<file path="config.mk">
export PLATFORM = sky130hd
export DESIGN_NAME = fetch_unit
export DESIGN_NICKNAME = d
export VERILOG_FILES = /design/src/rtl/fetch_unit_pkg.sv /design/src/rtl/fetch_unit_buffer.sv /design/src/rtl/fetch_unit.sv
export SDC_FILE = /design/constraint.sdc
export NUM_CORES = 1
export LEC_CHECK = 0
export ABC_AREA = 1
export ABC_CLOCK_PERIOD_IN_PS = 10310
export CAP_MARGIN = 40
export CORE_ASPECT_RATIO = 0.6
export CORE_UTILIZATION = 50
export DETAILED_ROUTE_END_ITERATION = 10
export GPL_TIMING_DRIVEN = 0
export PLACE_DENSITY_LB_ADDON = 0.15
export SLEW_MARGIN = 20
export SYNTH_ARGS = -nofsm -noshare
export SYNTH_HDL_FRONTEND = slang
export SYNTH_SLANG_ARGS = --single-unit
</file>
<file path="constraint.sdc">
create_clock -name clk_in -period 10.31 [get_ports clk_in]
set_input_delay 2.062 -clock clk_in [delete_from_list [all_inputs] [get_ports clk_in]]
set_output_delay 2.062 -clock clk_in [all_outputs]
set_load 0.02 [all_outputs]
</file>
<file path="src/rtl/fetch_unit_pkg.sv">
// Shared types and constants for the fetch front end.
// The buffer entry pairs each instruction word with the PC it was fetched from.
package fetch_unit_pkg;

  localparam int XLEN = 32;

  localparam logic [XLEN-1:0] RESET_PC_DEFAULT = 32'h0000_0000;
  localparam logic [XLEN-1:0] INST_NOP         = 32'h0000_0013;

  typedef struct packed {
    logic [XLEN-1:0] pc;
    logic [XLEN-1:0] instr;
  } fetch_entry_t;

  // Sequential fetch step; wraps naturally at 2^32.
  function automatic logic [XLEN-1:0] next_pc(input logic [XLEN-1:0] pc);
    return pc + XLEN'(4);
  endfunction

endpackage

</file>
<file path="src/rtl/fetch_unit_buffer.sv">
// Circular FIFO holding {pc, instruction} pairs between the BRAM response and the queue.
// Flush empties the FIFO in one cycle and takes priority over push and pop.
module fetch_buffer
  import fetch_unit_pkg::*;
#(
  parameter int DEPTH = 4,
  parameter int CNT_W = $clog2(DEPTH + 1)
) (
  input  logic                clk_in,
  input  logic                rst_in,
  input  logic                flush_in,
  input  logic                push_in,
  input  logic [2*XLEN-1:0]   push_data_in,
  input  logic                pop_in,
  output logic [2*XLEN-1:0]   head_out,
  output logic [CNT_W-1:0]    count_out,
  output logic                empty_out
);

  localparam int PTR_W = (DEPTH > 1) ? $clog2(DEPTH) : 1;

  logic [2*XLEN-1:0] mem_q [DEPTH];
  logic [2*XLEN-1:0] mem_d [DEPTH];
  logic [PTR_W-1:0]  head_q, head_d;
  logic [PTR_W-1:0]  tail_q, tail_d;
  logic [CNT_W-1:0]  count_q, count_d;
  logic              pop_ok;

  // Pointers wrap explicitly so DEPTH need not be a power of two.
  function automatic logic [PTR_W-1:0] ptr_inc(input logic [PTR_W-1:0] ptr);
    return (ptr == PTR_W'(DEPTH - 1)) ? '0 : ptr + PTR_W'(1);
  endfunction

  assign pop_ok = pop_in && (count_q != '0);

  always_comb begin
    mem_d   = mem_q;
    head_d  = head_q;
    tail_d  = tail_q;
    count_d = count_q;
    if (flush_in) begin
      head_d  = '0;
      tail_d  = '0;
      count_d = '0;
    end else begin
      if (push_in) begin
        mem_d[tail_q] = push_data_in;
        tail_d        = ptr_inc(tail_q);
      end
      if (pop_ok) begin
        head_d = ptr_inc(head_q);
      end
      if (push_in && !pop_ok) begin
        count_d = count_q + CNT_W'(1);
      end else if (!push_in && pop_ok) begin
        count_d = count_q - CNT_W'(1);
      end
    end
  end

  always_ff @(posedge clk_in) begin
    if (rst_in) begin
      head_q  <= '0;
      tail_q  <= '0;
      count_q <= '0;
    end else begin
      head_q  <= head_d;
      tail_q  <= tail_d;
      count_q <= count_d;
    end
  end

  // Storage is not reset; entries are only visible through count_q.
  always_ff @(posedge clk_in) begin
    mem_q <= mem_d;
  end

  assign head_out  = mem_q[head_q];
  assign count_out = count_q;
  assign empty_out = (count_q == '0);

endmodule

</file>
<file path="src/rtl/fetch_unit.sv">
// Fetch stage: issues sequential BRAM reads, realigns fixed-latency responses with
// their PCs, buffers them and hands them to the instruction queue; redirect squashes all.
module fetch_unit
  import fetch_unit_pkg::*;
#(
  parameter int              BRAM_LATENCY = 2,
  parameter int              BUF_DEPTH    = 4,
  parameter logic [XLEN-1:0] RESET_PC     = RESET_PC_DEFAULT
) (
  input  logic        clk_in,
  input  logic        rst_in,
  output logic [31:0] bram_addr_out,
  output logic        bram_en_out,
  input  logic [31:0] bram_data_in,
  input  logic        iq_ready_in,
  output logic        iq_valid_out,
  output logic [31:0] instruction_out,
  output logic [31:0] pc_out,
  input  logic        redirect_in,
  input  logic [31:0] redirect_pc_in
);

  localparam int CNT_W = $clog2(BUF_DEPTH + 1);
  localparam int OCC_W = $clog2(BUF_DEPTH + BRAM_LATENCY + 1);

  logic [XLEN-1:0]         pc_q, pc_d;
  logic [BRAM_LATENCY-1:0] valid_q, valid_d;
  logic [XLEN-1:0]         stage_pc_q [BRAM_LATENCY];
  logic [XLEN-1:0]         stage_pc_d [BRAM_LATENCY];

  logic [OCC_W-1:0] inflight_count;
  logic [OCC_W-1:0] occupancy;
  logic [CNT_W-1:0] buf_count;
  logic             buf_empty;
  logic             issue;
  logic             resp_valid;
  logic             pop;
  fetch_entry_t     push_entry;
  fetch_entry_t     head_entry;

  always_comb begin
    inflight_count = '0;
    for (int i = 0; i < BRAM_LATENCY; i++) begin
      inflight_count = inflight_count + OCC_W'(valid_q[i]);
    end
  end

  // A pop in this cycle is deliberately not credited, so a push can never overflow.
  assign occupancy  = OCC_W'(buf_count) + inflight_count;
  assign issue      = !rst_in && !redirect_in && (occupancy < OCC_W'(BUF_DEPTH));
  assign resp_valid = !rst_in && !redirect_in && valid_q[BRAM_LATENCY-1];
  assign pop        = !rst_in && !redirect_in && !buf_empty && iq_ready_in;

  assign push_entry.pc    = stage_pc_q[BRAM_LATENCY-1];
  assign push_entry.instr = bram_data_in;

  always_comb begin
    pc_d       = pc_q;
    valid_d    = valid_q;
    stage_pc_d = stage_pc_q;
    for (int i = BRAM_LATENCY - 1; i >= 1; i--) begin
      valid_d[i]    = valid_q[i-1];
      stage_pc_d[i] = stage_pc_q[i-1];
    end
    valid_d[0]    = issue;
    stage_pc_d[0] = pc_q;
    if (redirect_in) begin
      pc_d    = redirect_pc_in;
      valid_d = '0;
    end else if (issue) begin
      pc_d = next_pc(pc_q);
    end
  end

  always_ff @(posedge clk_in) begin
    if (rst_in) begin
      pc_q    <= RESET_PC;
      valid_q <= '0;
      for (int i = 0; i < BRAM_LATENCY; i++) begin
        stage_pc_q[i] <= '0;
      end
    end else begin
      pc_q       <= pc_d;
      valid_q    <= valid_d;
      stage_pc_q <= stage_pc_d;
    end
  end

  fetch_buffer #(
    .DEPTH (BUF_DEPTH),
    .CNT_W (CNT_W)
  ) u_buffer (
    .clk_in       (clk_in),
    .rst_in       (rst_in),
    .flush_in     (redirect_in),
    .push_in      (resp_valid),
    .push_data_in (push_entry),
    .pop_in       (pop),
    .head_out     (head_entry),
    .count_out    (buf_count),
    .empty_out    (buf_empty)
  );

  assign bram_en_out     = issue;
  assign bram_addr_out   = pc_q;
  assign iq_valid_out    = !buf_empty;
  assign instruction_out = buf_empty ? '0 : head_entry.instr;
  assign pc_out          = buf_empty ? '0 : head_entry.pc;

endmodule
</file>
==> impl_metrics.env <==
export IMPL_antenna_left=0
export IMPL_rows=48
export IMPL_synthMuxAreaShare_pct=0
export IMPL_vdd_drop_max_mv=0.0987
export IMPL_max_freq_ghz=0.173
export IMPL_setup_viol=0
export IMPL_synth_simple_gate_area_share_pct=17.3
export IMPL_crit_fanout=10
export IMPL_multi_input_area_sq_mm=0.00400
export IMPL_synth_top_cell_area_share_pct=52.2
export IMPL_avgSynthCellArea_sq_um=10.2
export IMPL_drt_initial_drc_count=830
export IMPL_first_pass_iters=5
export IMPL_core_area_sq_mm=0.0288
export IMPL_grt_pass1_wl_um=55300
export IMPL_clockBufferDepth=3
export IMPL_initial_core_util_pct=51.1
export IMPL_min_period_ns=5.78
export IMPL_yosys_warnings=0
export IMPL_grt_total_usage_pct=24.1
export IMPL_die_h_um=135
export IMPL_vias_per_cell=5.15
export IMPL_dpl_hpwl_um=24900
export IMPL_outcome="complete, no violations"
export IMPL_rsz0062_at_grt="false"
export IMPL_leakage_uw=0.00665
export IMPL_synthAdderAreaFrac_pct=0.816
export IMPL_drc=0
export IMPL_dp_cells=1988
export IMPL_drv_slew=0
export IMPL_drv_cap=0
export IMPL_grt_max_degree=21
export IMPL_die_w_um=224
export IMPL_synth_cell_types=32
export IMPL_slew_headroom_pct=46.5
export IMPL_synth_xor_area_share_pct=0.298
export IMPL_area_growth_pct=24.0
export IMPL_fin_crit_sh_pct=56.0
export IMPL_antenna_cells=0
export IMPL_cp_data_arrival_time_ns=3.71
export IMPL_cts_buffers=34
export IMPL_tns_ns=0
export IMPL_grt_pass1_vias=9991
export IMPL_seqCellArea_sq_mm=0.00979
export IMPL_cts_sinks=361
export IMPL_synth_commonest_cells="nor2_1, edfxtp_1, o21ai_0, nand2_1"
export IMPL_hold_violations=0
export IMPL_synth_nets=1515
export IMPL_ctsHoldBuffers=0
export IMPL_synth_area_sq_mm=0.0147
export IMPL_finClkSkew_ns=0.0173
export IMPL_synth_top_family_by_area="simple AND/OR/NAND/NOR gates"
export IMPL_synth_enable_flop_cells=256
export IMPL_cts_tree="done"
export IMPL_cts_max_level=2
export IMPL_fin_hold_ws_ns=0.396
export IMPL_syn_instance_count=1438
export IMPL_synth_compound_area_share_pct=8.54
export IMPL_cts_clk_slew_worst_paths_ns=0.06
export IMPL_routedWlPerCell_um=17.5
export IMPL_power_per_cell_area_mw_per_mm2=162
export IMPL_yosys_register_bits=361
export IMPL_yosysMostFrequentCell="nor2_1"
export IMPL_gp_congestion=0.910
export IMPL_cp_required_ns=8.25
export IMPL_antenna_found_initial=0
export IMPL_worst_slew_pin_slew_ns=0.803
export IMPL_ys_flop_type="edfxtp_1"
export IMPL_die_area_sq_mm=0.0302
export IMPL_root_buffer="clkbuf_16"
export IMPL_drt_wl_total_um=35800
export IMPL_criticalPathCategory="input port to output pin"
export IMPL_pin_count=166
export IMPL_ctsResizeCount=0
export IMPL_vias=10600
export IMPL_port_buffers=163
export IMPL_fin_nets=1726
export IMPL_worstSetupEndpointType="output pin"
export IMPL_ys_async_sr_fraction_pct=0
export IMPL_ys_seq_area_share_pct=66.5
export IMPL_cp_start_kind="input port"
export IMPL_yosysTopAreaCell="edfxtp_1"
export IMPL_n_fill_cell=2337
export IMPL_min_path_type="flip-flop to flip-flop"
export IMPL_synth_area_leaders="edfxtp_1, dfxtp_1, nor2_1, o21ai_0, nand2_1"
export IMPL_grt_overflow_total=0
export IMPL_stdcell_count=2048
export IMPL_drive_above_1_share_pct=9.62
export IMPL_clock_latency_ns=0.53
export IMPL_cts_setup_buffers=0
-- layout make-up --
class | count | share of cell area [%]
Clock inverter | 11 | 0.562
Sequential cell | 361 | 53.6
Clock buffer | 49 | 5.36
Multi-Input combinational cell | 865 | 21.9
Buffer | 101 | 3.00
Timing Repair Buffer | 175 | 10.7
Inverter | 111 | 2.28
Tap cell | 375 | 2.57
-- placed cells by master, fill, tap and decap left out, types with 7 or more instances in the layout --
master	n
buf_1	14
nand2_1	138
buf_16	11
dfxtp_1	105
nor2_1	366
ha_1	8
buf_4	34
edfxtp_1	256
buf_2	20
nor2_4	15
a21oi_1	93
clkdlybuf4s50_1	163
inv_1	105
nand3_1	57
o21ai_0	146
nand2_2	7
clkbuf_16	35
clkbuf_1	39
-- layer usage --
metal  global-route usage, %  wire length [um]  vias up
li1                        -                 -     5175
met1                    36.7             17400     5011
met2                    35.5             15400      332
met3                    4.85              2530       37
met4                    5.56               470        0
met5                       0                 0        -
-- cell families after synthesis --
kind of cell	count (synthesis)
AOI/OAI and AO/OA	247
xor gates and xnor gates	5
adders and majority gates	9
buffers and inverters	212
DFF	361
and+or+nand+nor	604
-- per-stage QoR --
| step | cell area, sq um | utilization [%] | setup slack, ns | power, uW |
|---|---|---|---|---|
| 2_1_floorplan | 14700 | - | 4.47 | 1680 |
| 3_3_place_gp | 16800 | 58.3 | 2.14 | 1760 |
| 3_5_place_dp | 17200 | 59.6 | 4.53 | 1760 |
| 4_1_cts | 18300 | 63.3 | 4.54 | 2980 |
| 5_1_grt | 18300 | 63.3 | 4.45 | 3050 |
| 6_report | 18300 | 63.3 | 4.53 | 2960 |
-- report_power, final --
| part | switching [uW] | internal, uW |
|---|---|---|
| combinational | 77.7 | 68.5 |
| sequential | 19.5 | 1560 |
| clock | 519 | 710 |
-- sequential cells by signal, indices dropped and copies added (netlist names) --
signal              flops
stage_pc_d             32
push_entry             32
u_buffer.tail_q         2
u_buffer.mem_q        256
u_buffer.count_out      3
bram_addr_out          32
u_buffer.head_q         2
valid_q                 2
-- critical path, stage by stage --
cell	delay, ns
buf_2	0.15
nor2_4	0.24
nand3_2	0.14
inv_2	0.23
buf_4	0.25
clkdlybuf4s50_1	0.63
-- path summary, 6_finish.rpt --
path / startpoint / endpoint / slack, ns / cells after the start
hold reg to reg: stage_pc_d[20]$_SDFF_PP0_ / push_entry[52]$_SDFF_PP0_ / 0.40 / 2
setup reg to reg: valid_q[1]$_SDFF_PP0_ / u_buffer.mem_q[104]$_DFFE_PP_ / 8.01 / 7
setup / recovery: redirect_in / bram_en_out / 4.53 / 6
hold / removal: stage_pc_d[20]$_SDFF_PP0_ / push_entry[52]$_SDFF_PP0_ / 0.40 / 2
Note: power is estimated with default switching activity, not from simulation.
